--- config.mk ---
export PLATFORM = sky130hd
export DESIGN_NAME = div_16x8_seq
export DESIGN_NICKNAME = d
export VERILOG_FILES = /design/src/rtl/div_16x8_seq.sv
export SDC_FILE = /design/constraint.sdc
export NUM_CORES = 1
export LEC_CHECK = 0
export BUFFER_PORTS_ARGS = -buffer_cell sky130_fd_sc_hd__buf_2
export CORE_MARGIN = 5
export CORE_UTILIZATION = 48
export DETAILED_ROUTE_END_ITERATION = 16
export GPL_ROUTABILITY_DRIVEN = 0
export PLACE_DENSITY = 0.7
export SYNTH_ARGS = -nofsm -noshare
export SYNTH_HDL_FRONTEND = slang
export SYNTH_SLANG_ARGS = --single-unit
--- constraint.sdc ---
create_clock -name clk -period 4.9 [get_ports clk]
set_input_delay 0.98 -clock clk [delete_from_list [all_inputs] [get_ports clk]]
set_output_delay 0.98 -clock clk [all_outputs]
set_load 0.005 [all_outputs]
--- src/rtl/div_16x8_seq.sv ---
// Iterative restoring divider: DW-bit dividend by VW-bit divisor, one quotient bit per clock.
// Valid/ready on both sides; divide-by-zero is flagged rather than iterated.
module div_16x8_seq #(
   parameter int unsigned DW = 16,
   parameter int unsigned VW = 8
) (
   input  logic          clk,
   input  logic          rst_n,
   input  logic          in_valid,
   output logic          in_ready,
   input  logic [DW-1:0] dividend,
   input  logic [VW-1:0] divisor,
   output logic          out_valid,
   input  logic          out_ready,
   output logic [DW-1:0] quotient,
   output logic [VW-1:0] remainder,
   output logic          dz,
   output logic          ovf
);

   localparam int unsigned CW = (DW > 1) ? $clog2(DW) : 1;

   typedef enum logic [1:0] {
      IDLE = 2'd0,
      BUSY = 2'd1,
      DONE = 2'd2
   } state_t;

   state_t        state, state_nxt;
   logic [DW-1:0] d_q;      // dividend bits leave at the MSB, quotient bits enter at the LSB
   logic [VW-1:0] v_q;
   logic [VW:0]   p_q;
   logic [CW-1:0] cnt_q;

   logic          accept_c, last_c, dz_load_c, hs_c;
   logic [VW:0]   p_sh_c, p_nxt_c;
   logic          q_bit_c;
   logic [DW-1:0] d_nxt_c;

   // One restoring step
   always_comb begin
      p_sh_c  = {p_q[VW-1:0], d_q[DW-1]};
      q_bit_c = (p_sh_c >= {1'b0, v_q});
      p_nxt_c = q_bit_c ? (p_sh_c - {1'b0, v_q}) : p_sh_c;
      d_nxt_c = {d_q[DW-2:0], q_bit_c};
   end

   always_ff @(posedge clk or negedge rst_n) begin
      if (!rst_n) state <= IDLE;
      else        state <= state_nxt;
   end

   // Next state and datapath strobes
   always_comb begin
      state_nxt = state;
      accept_c  = 1'b0;
      last_c    = 1'b0;
      dz_load_c = 1'b0;
      hs_c      = 1'b0;
      case (state)
         IDLE: begin
            if (in_valid && in_ready) begin
               accept_c  = 1'b1;
               state_nxt = (divisor == '0) ? DONE : BUSY;
            end
         end
         BUSY: begin
            if (cnt_q == CW'(DW - 1)) begin
               last_c    = 1'b1;
               state_nxt = DONE;
            end
         end
         DONE: begin
            // out_valid still low here only on the divide-by-zero path
            if (!out_valid) begin
               dz_load_c = 1'b1;
            end else if (out_ready) begin
               hs_c      = 1'b1;
               state_nxt = IDLE;
            end
         end
         default: state_nxt = IDLE;
      endcase
   end

   always_ff @(posedge clk or negedge rst_n) begin
      if (!rst_n) begin
         d_q       <= '0;
         v_q       <= '0;
         p_q       <= '0;
         cnt_q     <= '0;
         in_ready  <= 1'b1;
         out_valid <= 1'b0;
         quotient  <= '0;
         remainder <= '0;
         dz        <= 1'b0;
         ovf       <= 1'b0;
      end else begin
         in_ready <= (state_nxt == IDLE);

         if (accept_c) begin
            d_q   <= dividend;
            v_q   <= divisor;
            p_q   <= '0;
            cnt_q <= '0;
         end else if (state == BUSY) begin
            d_q   <= d_nxt_c;
            p_q   <= p_nxt_c;
            cnt_q <= cnt_q + CW'(1);
         end

         // Result registers move only on the edge that raises out_valid
         if (last_c) begin
            out_valid <= 1'b1;
            quotient  <= d_nxt_c;
            remainder <= p_nxt_c[VW-1:0];
            dz        <= 1'b0;
            ovf       <= |d_nxt_c[DW-1:VW];
         end else if (dz_load_c) begin
            out_valid <= 1'b1;
            quotient  <= '1;
            remainder <= d_q[VW-1:0];
            dz        <= 1'b1;
            ovf       <= 1'b1;
         end else if (hs_c) begin
            out_valid <= 1'b0;
         end
      end
   end

endmodule

### Word-level counts from Yosys, hierarchy flattened

Cells that the tools add are included.

| storage, ports and cells | value |
|---|---|
| input bits | 28 |
| register bits | 66 |

| cells by class | value |
|---|---|
| muxes and demuxes | 32 |
| add/sub/neg operators | 2 |
| equal/unequal tests | 3 |
| reduce and logical (&&, ||, !) cells | 8 |
| order comparisons | 1 |

Operators with widths:

| cell | number |
|---|---|
| 16-bit 2-to-1 mux | 4 |
| 8-bit 2-to-1 mux | 5 |
| 1-bit 2-to-1 mux | 15 |
| 2-bit 2-to-1 mux | 5 |
| 9-bit by 8-bit >= comparator with 1-bit output | 1 |
| 8-bit logical NOT | 1 |
| 4-bit 2-to-1 mux | 2 |
| 8-bit OR reduction | 1 |
| 8-bit subtractor | 1 |
| 2-bit case mux with 3 select lines | 1 |
| 4-bit by 1-bit adder with 4-bit output (second input constant) | 1 |
| 4-bit == test (second input constant) | 1 |
| 2-bit logical NOT | 2 |
| 2-bit nonzero test | 2 |
| 3-bit nonzero test | 1 |
| 2-bit by 1-bit == test with 1-bit output (second input constant) | 1 |
| 2-bit == test (second input constant) | 1 |
| 1-bit logical AND | 1 |

### Depth between registers and ports, before layout

| depth | value |
|---|---|
| depth in word-level cells | 6 |
| depth in mapped cells | 9 |
| mapped depth without buffers | 9 |

### Least setup slack after synthesis

No wires, ideal clock.

| timing path | value |
|---|---|
| path kind | input to register |
| start point | input port in_valid |
| end point | register p_q[0] |
| slack | 2.988 ns |
| required time | 4.765 ns |
| arrival time | 1.778 ns |
| stages on the path | 5 |
| path through | nand2_1 -> nor2_1 -> nand2_1 -> nand3_1 -> o21ai_0 |

| on the way | value |
|---|---|
| longest elaborated chain between the ends | 4 |
| elaborated cells on any way between the ends | 5 |
| those cells by class | mux (3); reduce/logical (2) |

Ends and longest elaborated chain:

| what | RTL line | source |
|---|---|---|
| start: declaration | 9 | `input logic in_valid,` |
| 1-bit logical AND (*) | 62 | `if (in_valid && in_ready) begin` |
| 1-bit 2-to-1 mux (*) | 62 |  |
| 1-bit 2-to-1 mux (*) | 60 | `case (state)` |
| 8-bit 2-to-1 mux / 2-bit nonzero test (equally long branches) | -- |  |
| end signal: assignment | 108 | `p_q <= p_nxt_c;` |
| end: declaration | 32 | `logic [VW:0] p_q;` |

Every way passes the cells marked *; elsewhere a longest branch is shown, timed or not.
A chain may end at the register's enable or synchronous reset.

### Worst setup path after layout

| timing path | value |
|---|---|
| start point | register state[0] |
| end point | register remainder[2] |

| on the way | value |
|---|---|
| longest elaborated chain between the ends | 3 |
| elaborated cells on any way between the ends | 6 |
| those cells by class | eq/ne (2); mux (3); reduce/logical (1) |

Ends and longest elaborated chain:

| what | RTL line | source |
|---|---|---|
| start: declaration | 29 | `state_t state, state_nxt;` |
| start signal: assignment | 50 | `else state <= state_nxt;` |
| 2-bit by 1-bit == test with 1-bit output / 2-bit == test (equally long branches) | 60 |  |
| 1-bit 2-to-1 mux | 60 |  |
| 8-bit 2-to-1 mux / 2-bit nonzero test (equally long branches) | -- |  |
| end signal: assignment | 116 | `remainder <= p_nxt_c[VW-1:0];` |
| end signal: assignment | 122 | `remainder <= d_q[VW-1:0];` |
| end: declaration | 16 | `output logic [VW-1:0] remainder,` |

Several ways; a longest one is shown, not always the timed one.

==> results.md <==
* Met1 usage at 0.2840
* Sequential Area at about 0.0017 sq mm
* Largest net degree at the start of global routing at between 40 and 50
* I/O Buffers at 55
* Worst setup EP type: flop
* Status: completed
* Crit share post-route at 0.5972
* Pleak at about 0.0017 uW
* Main synth FF type: dfrtp_1
* Gr usage total at 0.1947
* Via density at 5.727
* Final setup viols at 0
* Fmax at between 300 and 400 MHz
* First-pass iteration count of the detailed router at 6
* Initial antenna violation count at 0
* Global route hottest layer: met1
* Hold Path Depth at 2
* Vias in the first global route at 2,681
* Wire per inst at between 15 and 20 um
* First-pass GRT wire length at between 10,000 and 15,000 um
* Iteration-0 DRC count of the detailed router at slightly above 200
* Post-Syn Area at ~0.0034 sq mm
* Reg2reg end: remainder[2]
* TNS Setup at 0 ps
* CTS clock-pin slew for the worst setup and hold paths at 70 ps
* Seq cells post-synth at 66
* Post-CTS setup buffers at 0
* Reg2reg setup slack at 1970 ps
* Antenna diodes at 0
* Worst slew pin tran at 1106 ps
* Seq/Total Area, Yosys at 0.4862
* Die Y-Extent at about 94 um
* Hold buffers post-CTS at 0
* Nets at about 440
* IO Pins at 56
* EDFF count, synth at 0
* Post-route ant nets at 0
* Overflow after GRT at 0
* Met3 Usage GRT at 0.05128
* DRC viols at 0
* CTS tree: yes
* CTS sink count at between 60 and 70
* Layout cells sized above 1 at 0.2220
* Async set-reset flop share out of synthesis at 1.000
* Arrival @ worst endpoint at 3100 ps
* Synth Instances at 358
* Syn Area/Cell at between 9 and 10 sq um
* Setup Skew at between 10 and 15 ps
* Fill cell count at 641
* Die footprint at 0.008865 sq mm
* Number of CTS-inserted buffers at 9
* CTS-repair resized insts at 0
* Final WL at around 8200 um
* Final Hold Viols at 0
* FP Rows at 30
* Pwr Density at about 740 mW/mm^2
* Crit path kind: flop to flop
* Unique cell type count in the Yosys netlist at 48
* Syn_nets at about 400
* Warnings, synthesis at 0
* RSZ-0062 raised after global routing: no
* CP max FO at between 40 and 50
* Worst slew margin at 0.2583
* Clock latency on the worst-skew pair at ~340 ps
* Met2 global-route usage at 0.2766
* Multi-input gate area at ~0.0016 sq mm
* H-tree levels at 3
* CORE AREA at 0.006832 sq mm
* Layout area overhead at 14.80%
* CTS root buf: clkbuf_8
* Worst Path Required at about 5100 ps
* R2R cell count at 5
* Critical path launch point type: flop
* FF-to-FF Start: state[0]
* Crit path time final at 2926 ps
* Routed via count at ~2,900
* HP Class: flop to flop
* Final core occ at 0.5712
* Clk buf depth at 2
* Final Max Tran Viols at 0
* Hold_sp: dz
* Die width at 94.16 um
* VDD IR-drop max at 0.0003421 V
* Starting density of the core at 0.4976
* Max-Cap Viols at 0
* Hold EP: dz
* HPWL after DPL at 5847 um
[worst max path at each step]
stage                     cells after the start  slack [ps]  startpoint           end
after floorplan                               5        2990    in_valid        p_q[0]
after global placement                        6        1910    in_valid        p_q[4]
after detailed placement                      6        1850    in_valid        p_q[6]
after CTS                                     5        2020    state[0]  remainder[2]
after global routing                          5        1700    state[0]  remainder[2]
final                                         5        1970    state[0]  remainder[2]
[logic make-up (layout without fill, tap and decap cells)]
kind of cell / Yosys count / after routing / synth area share
AND/OR/NAND/NOR: 107 / 107 / 0.1509
adder cells (fa/ha/maj): 10 / 10 / 0.03901
flip-flops: 66 / 66 / 0.4862
multiplexers: 8 / 8 / 0.02503
buffers and inverters: 37 / 89 / 0.05226
XOR/XNOR: 2 / 2 / 0.005154
AO/OA/AOI/OAI: 128 / 128 / 0.2414
[area by class of cell]
class / count / share of cell area
clock inverters: 6 / 0.01667
repair buffers: 57 / 0.07438
clock buffers: 10 / 0.03527
multi-input cells: 255 / 0.4040
well taps: 96 / 0.03078
inverters: 16 / 0.01539
flip-flops and latches: 66 / 0.4235
[state kept, by name (all words and copies together) (netlist names)]
name,flops
cnt_q,4
d_q,16
dz,1
in_ready,1
out_valid,1
ovf,1
p_q,8
quotient,16
remainder,8
state,2
v_q,8
[layer usage]
metal / part of all wire / vias to the layer above
li1: - / 1388
met1: 0.47 / 1367
met2: 0.44 / 129
met3: 0.076 / 14
met4: 0.019 / 0
met5: 0 / -
[placed cells by master, fill, tap and decap left out, types with 2 or more instances in the layout]
cell      synthesis  layout
a22oi_1          32      32
clkinv_2          0       2
nor3_1            7       6
ha_1              9       9
a211oi_1          7       7
buf_4             2       2
mux2i_1           7       7
nand3_1          11      11
dfrtp_1          65      65
o21ai_1           2       2
nor2b_1           7       6
a21oi_1           8       8
buf_2             7      55
clkbuf_8          0      10
or3_1             2       2
a21oi_2           3       3
nor2_4            2       2
a31oi_1           4       4
a21o_1            2       2
nor4_1            5       5
nand2_1          37      37
nor2_1           27      27
o21ai_0          59      59
inv_1            16      16
or2_2             2       2
[power breakdown]
group	switching, uW	internal (uW)
sequential	239	811
combinational	791	578
clock	219	250
total	1250	1640
[worst max-delay path, stage by stage, from the launching register on]
cell      delay [ps]
dfrtp_1          750
nand2b_1         530
nor2_4           830
nor2_1           290
nor3_1           270
a211oi_2          80
[synthesized netlist by cell type (2+ instances only)]
cell,instances,area (sq um)
o21ai_0,59,295.3
or3_1,2,12.51
clkbuf_1,9,33.78
nor2_4,2,22.52
a21o_1,2,15.01
a21oi_1,8,40.04
or2_2,2,12.51
nor2b_1,7,43.79
inv_1,16,60.06
nand3_1,11,55.05
a31oi_1,4,25.02
buf_6,3,33.78
a22oi_1,32,240.2
nand2_1,37,138.9
nor2_1,27,101.4
mux2i_1,7,70.07
ha_1,9,112.6
buf_4,2,15.01
dfrtp_1,65,1627
buf_2,7,35.03
a211oi_1,7,52.55
nor3_1,7,35.03
nor4_1,5,31.28
a21oi_2,3,26.28
o21ai_1,2,10.01
[through the flow]
stage / hold WS, ps / std cells / power (uW) / worst slack [ps] / cell area, sq um
3_3_place_gp: 467.7 / 490 / 2393 / 1913 / 3700
3_5_place_dp: 483.3 / 490 / 2414 / 1852 / 3700
4_1_cts: 496.5 / 506 / 2898 / 2017 / 3902
5_1_grt: 526.2 / 506 / 3131 / 1703 / 3902
2_1_floorplan: 449.7 / 358 / 2030 / 2988 / 3400
6_report: 494.5 / 506 / 2888 / 1974 / 3902
No activity file was read; power rests on OpenSTA's default activity.
